`src/rtl/bus_arbiter.sv`:
```
// Two-master bus arbiter and address decoder: main memory, video memory, status register.
// Define BUS_ARB_RR_EN for round-robin arbitration; default is fixed priority (master 0 first).
`timescale 1ns/1ps
module bus_arbiter #(
    parameter int MEM_WAIT = 6,
    parameter int VM_AW    = 4
) (
    input  logic             clk_50mhz,
    input  logic             rst_n,
    input  logic             m0_req,
    input  logic [1:0]       m0_we,
    input  logic [31:0]      m0_addr,
    input  logic [31:0]      m0_wdata,
    input  logic             m1_req,
    input  logic [1:0]       m1_we,
    input  logic [31:0]      m1_addr,
    input  logic [31:0]      m1_wdata,
    output logic             m0_ack,
    output logic             m1_ack,
    output logic [31:0]      rdata,
    output logic             mem_read,
    output logic [1:0]       mem_write,
    output logic [31:0]      mem_addr,
    output logic [31:0]      mem_wdata,
    input  logic [31:0]      mem_rdata,
    output logic             vm_write,
    output logic [VM_AW-1:0] vm_addr,
    output logic [31:0]      vm_wdata,
    output logic             busy
);
    typedef enum logic [1:0] {IDLE, ACCESS, DONE} state_t;
    typedef enum logic [1:0] {RG_MEM, RG_VM, RG_STAT} region_t;

    state_t            state_q;
    region_t           rg_q, sel_rg;
    logic              id_q, last_q, win;
    logic [1:0]        we_q, sel_we;
    logic [3:0]        cnt_q;
    logic [15:0]       txn_q;
    logic [31:0]       sel_addr, sel_wdata, rdata_q, mem_addr_q, mem_wdata_q, vm_wdata_q;
    logic [VM_AW-1:0]  vm_addr_q;
    logic              m0_ack_q, m1_ack_q, mem_read_q, vm_write_q, busy_q;
    logic [1:0]        mem_write_q;

    // win is only meaningful when at least one master requests
    always_comb begin
`ifdef BUS_ARB_RR_EN
        win = m0_req ? (m1_req ? ~last_q : 1'b0) : 1'b1;
`else
        win = ~m0_req;
`endif
        sel_we    = win ? m1_we    : m0_we;
        sel_addr  = win ? m1_addr  : m0_addr;
        sel_wdata = win ? m1_wdata : m0_wdata;
        case (sel_addr[31:28])
            4'hA:    sel_rg = RG_VM;
            4'hB:    sel_rg = RG_STAT;
            default: sel_rg = RG_MEM;
        endcase
    end

    always_ff @(posedge clk_50mhz or negedge rst_n) begin
        if (!rst_n) begin
            state_q     <= IDLE;
            rg_q        <= RG_MEM;
            id_q        <= 1'b0;
            last_q      <= 1'b1;
            we_q        <= 2'd0;
            cnt_q       <= 4'd0;
            txn_q       <= 16'd0;
            rdata_q     <= 32'd0;
            mem_addr_q  <= 32'd0;
            mem_wdata_q <= 32'd0;
            vm_addr_q   <= '0;
            vm_wdata_q  <= 32'd0;
            m0_ack_q    <= 1'b0;
            m1_ack_q    <= 1'b0;
            mem_read_q  <= 1'b0;
            mem_write_q <= 2'd0;
            vm_write_q  <= 1'b0;
            busy_q      <= 1'b0;
        end else begin
            m0_ack_q <= 1'b0;
            m1_ack_q <= 1'b0;
            case (state_q)
                IDLE: if (m0_req || m1_req) begin
                    id_q    <= win;
                    last_q  <= win;
                    we_q    <= sel_we;
                    rg_q    <= sel_rg;
                    cnt_q   <= 4'(MEM_WAIT);
                    state_q <= ACCESS;
                    busy_q  <= 1'b1;
                    // strobes are registered, so they are raised on the grant edge
                    if (sel_rg == RG_MEM) begin
                        mem_read_q  <= (sel_we == 2'd0);
                        mem_write_q <= sel_we;
                        mem_addr_q  <= sel_addr;
                        mem_wdata_q <= sel_wdata;
                    end
                    if (sel_rg == RG_VM) begin
                        vm_write_q <= (sel_we != 2'd0);
                        vm_addr_q  <= sel_addr[VM_AW-1:0];
                        vm_wdata_q <= sel_wdata;
                    end
                end
                ACCESS: begin
                    case (rg_q)
                        RG_MEM: if (cnt_q == 4'd0) begin
                            mem_read_q  <= 1'b0;
                            mem_write_q <= 2'd0;
                            if (we_q == 2'd0) rdata_q <= mem_rdata;
                            state_q <= DONE;
                        end else begin
                            cnt_q <= cnt_q - 4'd1;
                        end
                        RG_VM: begin
                            vm_write_q <= 1'b0;
                            if (we_q == 2'd0) rdata_q <= 32'd0;
                            state_q <= DONE;
                        end
                        default: begin
                            if (we_q == 2'd0) rdata_q <= {16'd0, txn_q};
                            state_q <= DONE;
                        end
                    endcase
                end
                DONE: begin
                    m0_ack_q <= ~id_q;
                    m1_ack_q <= id_q;
                    txn_q    <= txn_q + 16'd1;
                    busy_q   <= 1'b0;
                    state_q  <= IDLE;
                end
                default: state_q <= IDLE;
            endcase
        end
    end

    assign m0_ack    = m0_ack_q;
    assign m1_ack    = m1_ack_q;
    assign rdata     = rdata_q;
    assign mem_read  = mem_read_q;
    assign mem_write = mem_write_q;
    assign mem_addr  = mem_addr_q;
    assign mem_wdata = mem_wdata_q;
    assign vm_write  = vm_write_q;
    assign vm_addr   = vm_addr_q;
    assign vm_wdata  = vm_wdata_q;
    assign busy      = busy_q;
endmodule

```
`config.mk`:
```
export PLATFORM = sky130hd
export DESIGN_NAME = bus_arbiter
export DESIGN_NICKNAME = d
export VERILOG_FILES = /design/src/rtl/bus_arbiter.sv
export SDC_FILE = /design/constraint.sdc
export NUM_CORES = 1
export LEC_CHECK = 0
export ABC_CLOCK_PERIOD_IN_PS = 4950
export CAP_MARGIN = 20
export CORE_ASPECT_RATIO = 1.4
export CORE_MARGIN = 2
export CORE_UTILIZATION = 46
export DETAILED_ROUTE_END_ITERATION = 10
export PLACE_DENSITY = 0.91
export RECOVER_POWER = 50
export SYNTH_ARGS = -nofsm -noshare
export SYNTH_HDL_FRONTEND = slang
export SYNTH_SLANG_ARGS = --single-unit
export TNS_END_PERCENT = 1
```
`constraint.sdc`:
```
create_clock -name clk_50mhz -period 4.95 [get_ports clk_50mhz]
set_input_delay 0.7425 -clock clk_50mhz [delete_from_list [all_inputs] [get_ports clk_50mhz]]
set_output_delay 0.7425 -clock clk_50mhz [all_outputs]
set_load 0.01 [all_outputs]
```
==> key figures, run 1 <==
Status
  • Outcome: complete, but fails checks
  • Violated checks: capacitance limit, slew limit

Yosys
  • Register bit total from synthesis: 166
  • Synth Flop Type: dfrtp_1
  • Mapped Cells: 690
  • Ys async rst share: 1.00
  • Syn nets: 860
  • Ys Warns: 0
  • Post-synth EDFFs: 0
  • Count of cell types in the netlist: 45
  • Post-Syn Area: 7100 um^2
  • Post-synthesis sequential area ratio: 0.585
  • Syn Area/Cell: 10.3 um^2

Critical path
  • Critical path type: primary input to flip-flop
  • Worst endpoint data arrival time: 3.64 ns
  • CP top delay family: simple AND/OR/NAND/NOR gates
  • CP Data Required Time: 5.28 ns
  • CP most frequent cell: nor2_1
  • Reg2Reg Setup Slack: 1.65 ns
  • CP bufs+invs: 2
  • Slowest-stage cell, CP: nor4_1
  • Worst Setup End Kind: flip-flop
  • Worst r2r src: rg_q[1]
  • Crit start category: primary input
  • Reg2Reg Depth: 4
  • Crit path cell chain: dlygate4sd3_1 > nor2_1 > nor4_1 > buf_12 > nor2_1 > a21oi_1
  • Slowest stage delay, CP: 1.30 ns
  • End of the worst register-to-register path: rdata[2]
  • Critical Path Fanout Max: 116

Floorplanning
  • Row count: 53
  • Die width: 109 um
  • Die ar.: 16500 um^2
  • Starting Density: 0.472
  • Ports: 307
  • Total core area: 15100 um^2
  • Die Ht: 151 um

Drt
  • Detail Route Antenna Nets: 0
  • Pre-antenna DRT Iters: 4
  • Vias/cell: 5.31
  • Drt drc: 0
  • Final wirelength: 21100 um
  • Top routing layer in use: met4
  • Total number of vias: 6271
  • Met2 routed WL: 10900 um
  • DRT iter0 DRCs: 280
  • Routed len/inst: 17.8 um
  • WL met3: 1720 um
  • DRT met1 WL: 7710 um

STA
  • Final hold vios: 0
  • Fin. max-slew vios: 137
  • Final setup vio count: 0
  • Fin crit share: 0.670
  • RSZ-0062 raised after global routing: no
  • Fin Setup TNS: 0 ns
  • Min cycle time layout: 3.32 ns
  • FMAX: 0.302 GHz
  • Slew margin rel.: -0.510
  • Clock skew: 0.0113 ns
  • Slew @ Worst Pin: 2.27 ns

Clock network
  • Number of CTS-inserted buffers: 17
  • Post_cts resized: 0
  • Worst-case clock buffer depth: 2
  • Clock Root Buffer: clkbuf_16
  • Setup bufs post-CTS: 0
  • CTS tree: built
  • Sink Count: 166
  • Clock slew at reported path FFs: 0.07 ns
  • H-tree depth: 4
  • CTS hold repair buffers: 0
  • Skew-Pair Late Insertion Delay: 0.42 ns

GRT
  • Initial antenna violation count: 0
  • Total gr overflow: 0
  • First-pass GRT wire length: 32700 um
  • Vias in the first global route: 6419
  • Largest net degree at the start of global routing: 117
  • GR Util All Layers: 0.261

Placed design
  • GP Congestion: 0.821
  • Input/output buffers: 306
  • Placed instance area: 10300 um^2
  • Dpl hpwl: 15700 um

Cells and area
  • Final non-filler cell area: 10800 um^2
  • Share of cells above drive strength 1: 0.0455
  • Fin util: 0.716
  • Nets: 1147
  • Commonest non-fill, non-tap cells in the layout: clkdlybuf4s50_1 (268), dfrtp_1 (166), nor2_1 (109), a21oi_1 (108), nand2_1 (70)
  • Synth-to-layout area growth: 51.9%
  • # diodes: 0
  • Fillers: 1068
  • Commonest non-fill, non-tap cell in the layout: clkdlybuf4s50_1

Power and ir drop
  • PD cells: 595 nW/um^2
  • Leakage: 4.75 nW
  • Peak VDD IR: 279 uV

Flow run
  • Max_cap viols: 3

Worst hold path
  • Worst hold path depth: 2
  • Hold Crit Class: flip-flop to flip-flop
  • Worst Hold Launch: rdata[1]
  • Hold Path Sink: rdata[1]
==> layer usage <==
metal | global-route usage | vias up
li1 | - | 2955
met1 | 0.291 | 2980
met2 | 0.460 | 288
met3 | 0.0800 | 48
met4 | 0.108 | 0
met5 | 0 | -
==> cell type report <==
class / count / area [um^2] / share of cell area
tap: 192 / 240 / 0.0223
inverter: 5 / 18.8 / 0.00174
clock inverter: 12 / 92.6 / 0.00858
clock buffer: 20 / 467 / 0.0433
multi-input combinational: 475 / 2710 / 0.251
timing repair buffer: 312 / 3110 / 0.288
sequential: 166 / 4150 / 0.385
==> per-stage QoR <==
stage	std cells	hold slack (ns)	total power, W	setup slack [ns]
after floorplan	690	0.418	0.00359	2.93
after global placement	1150	0.461	0.00514	2.00
after detailed placement	1150	0.470	0.00526	1.84
after CTS	1182	0.432	0.00654	2.25
after global routing	1182	0.490	0.00683	1.21
final	1182	0.476	0.00642	1.63
==> cell families after synthesis <==
family,share of synthesized area
DFF,0.585
adders and majority gates,0.00352
AOI/OAI and AO/OA,0.140
buffers and inverters,0.0315
and+or+nand+nor,0.128
xor gates and xnor gates,0.0185
muxes,0.0930
==> cell usage after synthesis (2+ instances only) <==
master / count / area share
a21oi_1: 108 / 0.076
a22oi_1: 16 / 0.017
and3_1: 3 / 0.0026
buf_2: 32 / 0.023
clkbuf_1: 11 / 0.0058
dfrtp_1: 166 / 0.59
ha_1: 2 / 0.0035
inv_1: 5 / 0.0026
mux2i_1: 66 / 0.093
nand2_1: 70 / 0.037
nand2b_1: 3 / 0.0026
nand3_1: 2 / 0.0014
nand4_1: 5 / 0.0044
nor2_1: 110 / 0.058
nor3_1: 5 / 0.0035
nor4_1: 2 / 0.0018
o21ai_0: 13 / 0.0092
o21ai_1: 28 / 0.020
o2bb2ai_1: 3 / 0.0037
or3b_1: 2 / 0.0025
xnor2_1: 9 / 0.011
xor2_1: 6 / 0.0074
==> worst register-to-register path, cell delays in order (launching register included) <==
cell and delay (ns):
dfrtp_1 0.63, nor2_2 0.20, clkbuf_1 1.12, a2111o_2 0.97, o21ai_0 0.23
==> power by group <==
group / switching, W / internal (W)
Combinational: 0.00138 / 0.00143
Clock: 0.000557 / 0.000688
Sequential: 0.000387 / 0.00197
Total: 0.00232 / 0.00409
==> registers in the layout, summed over array words and instances (netlist names), 2 cells and up <==
register / flops
state_q: 2
rg_q: 2
vm_wdata: 32
mem_wdata: 32
mem_write: 2
vm_addr: 4
cnt_q: 4
txn_q: 16
mem_addr: 32
we_q: 2
rdata: 32
==> worst max path at each step <==
stage                     cells past startpoint             to   startpoint
after global placement                        6   vm_wdata[16]  m0_addr[30]
after detailed placement                      6   vm_wdata[21]  m0_addr[30]
after floorplan                               6   mem_addr[28]       m0_req
after CTS                                     6    vm_wdata[1]  m0_addr[30]
final                                         6  mem_wdata[10]       m1_req
after global routing                          2       rdata[5]        rst_n
No activity file was read; power rests on OpenSTA's default activity.
==> run 2: changes to the inputs <==
--- a/config.mk
+++ b/config.mk
@@ -5,13 +5,13 @@
 export SDC_FILE = /design/constraint.sdc
 export NUM_CORES = 1
 export LEC_CHECK = 0
-export ABC_CLOCK_PERIOD_IN_PS = 4950
+export ABC_CLOCK_PERIOD_IN_PS = 3200
 export CAP_MARGIN = 20
 export CORE_ASPECT_RATIO = 1.4
 export CORE_MARGIN = 2
-export CORE_UTILIZATION = 46
+export CORE_UTILIZATION = 43
 export DETAILED_ROUTE_END_ITERATION = 10
-export PLACE_DENSITY = 0.91
+export PLACE_DENSITY = 0.86
 export RECOVER_POWER = 50
 export SYNTH_ARGS = -nofsm -noshare
 export SYNTH_HDL_FRONTEND = slang
==> constraint.sdc (replaced) <==
create_clock -name clk_50mhz -period 3.2 [get_ports clk_50mhz]
set_input_delay 0.48 -clock clk_50mhz [delete_from_list [all_inputs] [get_ports clk_50mhz]]
set_output_delay 0.48 -clock clk_50mhz [all_outputs]
set_load 0.01 [all_outputs]
==> run 2 against run 1 <==
The flow still finishes with violations (capacitance limit, slew limit). Via count about the same. Flip-flop and latch count unchanged. Worst hold slack worse by 0.13 ns. Power up 55%. Register-to-register slack worse by 0.97 ns. Sequential share of layout area down 0.24 points.
==> key figures, run 2 (synthesis gave the netlist of run 1 again) <==
Power and ir drop
  • PD cells: 919 nW/um^2
  • NetSw: 0.00358 W
  • Combinational share of power: 0.433
  • Peak VDD IR: 530 uV
  • Leakage: 4.79 nW
  • Clock share of power: 0.201
  • Design internal power: 0.00639 W
  • Sequential power share: 0.366
  • Sw Ratio: 0.359

Placed design
  • Input/output buffers: 306
  • Dpl hpwl: 15500 um
  • GP Congestion: 0.829

GRT
  • Largest net degree at the start of global routing: 96
  • Initial antenna violation count: 0
  • Total gr overflow: 0
  • First-pass GRT wire length: 33200 um
  • Vias in the first global route: 6379
  • GR Util All Layers: 0.241

Critical path
  • Critical Path Fanout Max: 33
  • Worst Setup End Kind: flip-flop
  • Worst setup endpoint: rdata[7]
  • Reg2Reg Depth: 4
  • Worst endpoint data arrival time: 2.86 ns
  • End of the worst register-to-register path: rdata[7]
  • CP Data Required Time: 3.54 ns
  • Critical path type: flip-flop to flip-flop
  • Worst r2r src: rg_q[1]
  • Worst Setup SP: rg_q[1]
  • Crit start category: flip-flop
  • Reg2Reg Setup Slack: 0.68 ns

STA
  • Min cycle time layout: 2.52 ns
  • Final setup vio count: 0
  • Fin. max-slew vios: 99
  • Fin crit share: 0.787
  • RSZ-0062 raised after global routing: no
  • Slew margin rel.: -0.0573
  • WHS: 0.348 ns
  • Slew @ Worst Pin: 1.59 ns
  • Fin Setup TNS: 0 ns
  • Final hold vios: 0
  • Clock skew: 0.0101 ns
  • FMAX: 0.397 GHz

Drt
  • Drt drc: 0
  • Detail Route Antenna Nets: 0
  • Total number of vias: 6265
  • Pre-antenna DRT Iters: 6
  • Final wirelength: 20700 um
  • Routed len/inst: 17.4 um
  • DRT iter0 DRCs: 369
  • Vias/cell: 5.26

Clock network
  • CTS hold repair buffers: 0
  • Clock slew at reported path FFs: 0.07 ns
  • Post_cts resized: 0
  • Worst-case clock buffer depth: 2
  • Skew-Pair Late Insertion Delay: 0.42 ns
  • Setup bufs post-CTS: 0
  • Number of CTS-inserted buffers: 17
  • H-tree depth: 4
  • Clock Root Buffer: clkbuf_16
  • CTS tree: built
  • Sink Count: 166

Flow run
  • Max_cap viols: 2

Cells and area
  • Nets: 1150
  • Share of cells above drive strength 1: 0.0463
  • Synth-to-layout area growth: 52.9%
  • Commonest non-fill, non-tap cells in the layout: clkdlybuf4s50_1 (268), dfrtp_1 (166), nor2_1 (109), a21oi_1 (108), nand2_1 (70)
  • # diodes: 0
  • Commonest non-fill, non-tap cell in the layout: clkdlybuf4s50_1
  • Fillers: 1196

Status
  • Violated checks: capacitance limit, slew limit
  • Outcome: complete, but fails checks

Floorplanning
  • Die Ht: 156 um
  • Die width: 113 um
  • Total core area: 16200 um^2
  • Row count: 55
  • Die ar.: 17600 um^2
  • Ports: 307
  • Starting Density: 0.439

Worst hold path
  • Hold Crit Class: primary input to flip-flop
-- run 2: per-stage QoR --
step	instances	total power, W	area, um^2	setup slack, ns	util
2_1_floorplan	690	0.00555	7100	1.28	-
3_3_place_gp	1160	0.00794	10300	0.852	0.638
3_5_place_dp	1160	0.00811	10300	0.754	0.638
4_1_cts	1192	0.0102	10900	0.786	0.674
5_1_grt	1192	0.0106	10900	0.447	0.671
6_report	1192	0.00997	10900	0.681	0.671
-- run 2: metal layers --
metal  global-route usage  share of wire  vias up
met2                0.401           0.50      302
met3               0.0808          0.090       66
met5                    0              0        -
li1                     -              -     2965
met1                0.277           0.37     2932
met4                0.121          0.047        0
-- run 2: worst max-delay path, stage by stage, from the launching register on --
cell	delay [ns]
dfrtp_1	0.63
nor2_2	0.23
clkbuf_1	1.11
a22oi_1	0.23
o21ai_1	0.22
-- run 2: how the worst min path moves through the flow --
| stage | from | to | slack, ns | cells past startpoint |
|---|---|---|---|---|
| 2_1_floorplan | rst_n | busy | 0.18 | 0 |
| 3_3_place_gp | rdata[1] | rdata[1] | 0.46 | 2 |
| 3_5_place_dp | rdata[1] | rdata[1] | 0.47 | 2 |
| 4_1_cts | rst_n | mem_addr[14] | 0.05 | 1 |
| 5_1_grt | m0_req | id_q | 0.33 | 2 |
| 6_report | m0_req | id_q | 0.35 | 2 |
-- run 2: power groups by stage --
| stage | clock network, W | registers, W | logic (W) |
|---|---|---|---|
| finish | 0.00201 | 0.00365 | 0.00431 |
| global route | 0.00214 | 0.00377 | 0.00471 |
| CTS | 0.00204 | 0.00367 | 0.00446 |
| detailed placement | 0 | 0.00368 | 0.00442 |
| global placement | 0 | 0.00365 | 0.00429 |
| floorplan | 0 | 0.00399 | 0.00156 |
-- run 2: cell type report --
| cell class | instances | area, um^2 | share of cell area |
|---|---|---|---|
| tap | 199 | 249 | 0.0229 |
| clock buffer | 18 | 439 | 0.0405 |
| sequential | 166 | 4150 | 0.383 |
| multi-input combinational | 475 | 2720 | 0.251 |
| inverter | 5 | 18.8 | 0.00173 |
| clock inverter | 14 | 136 | 0.0126 |
| timing repair buffer | 315 | 3140 | 0.289 |
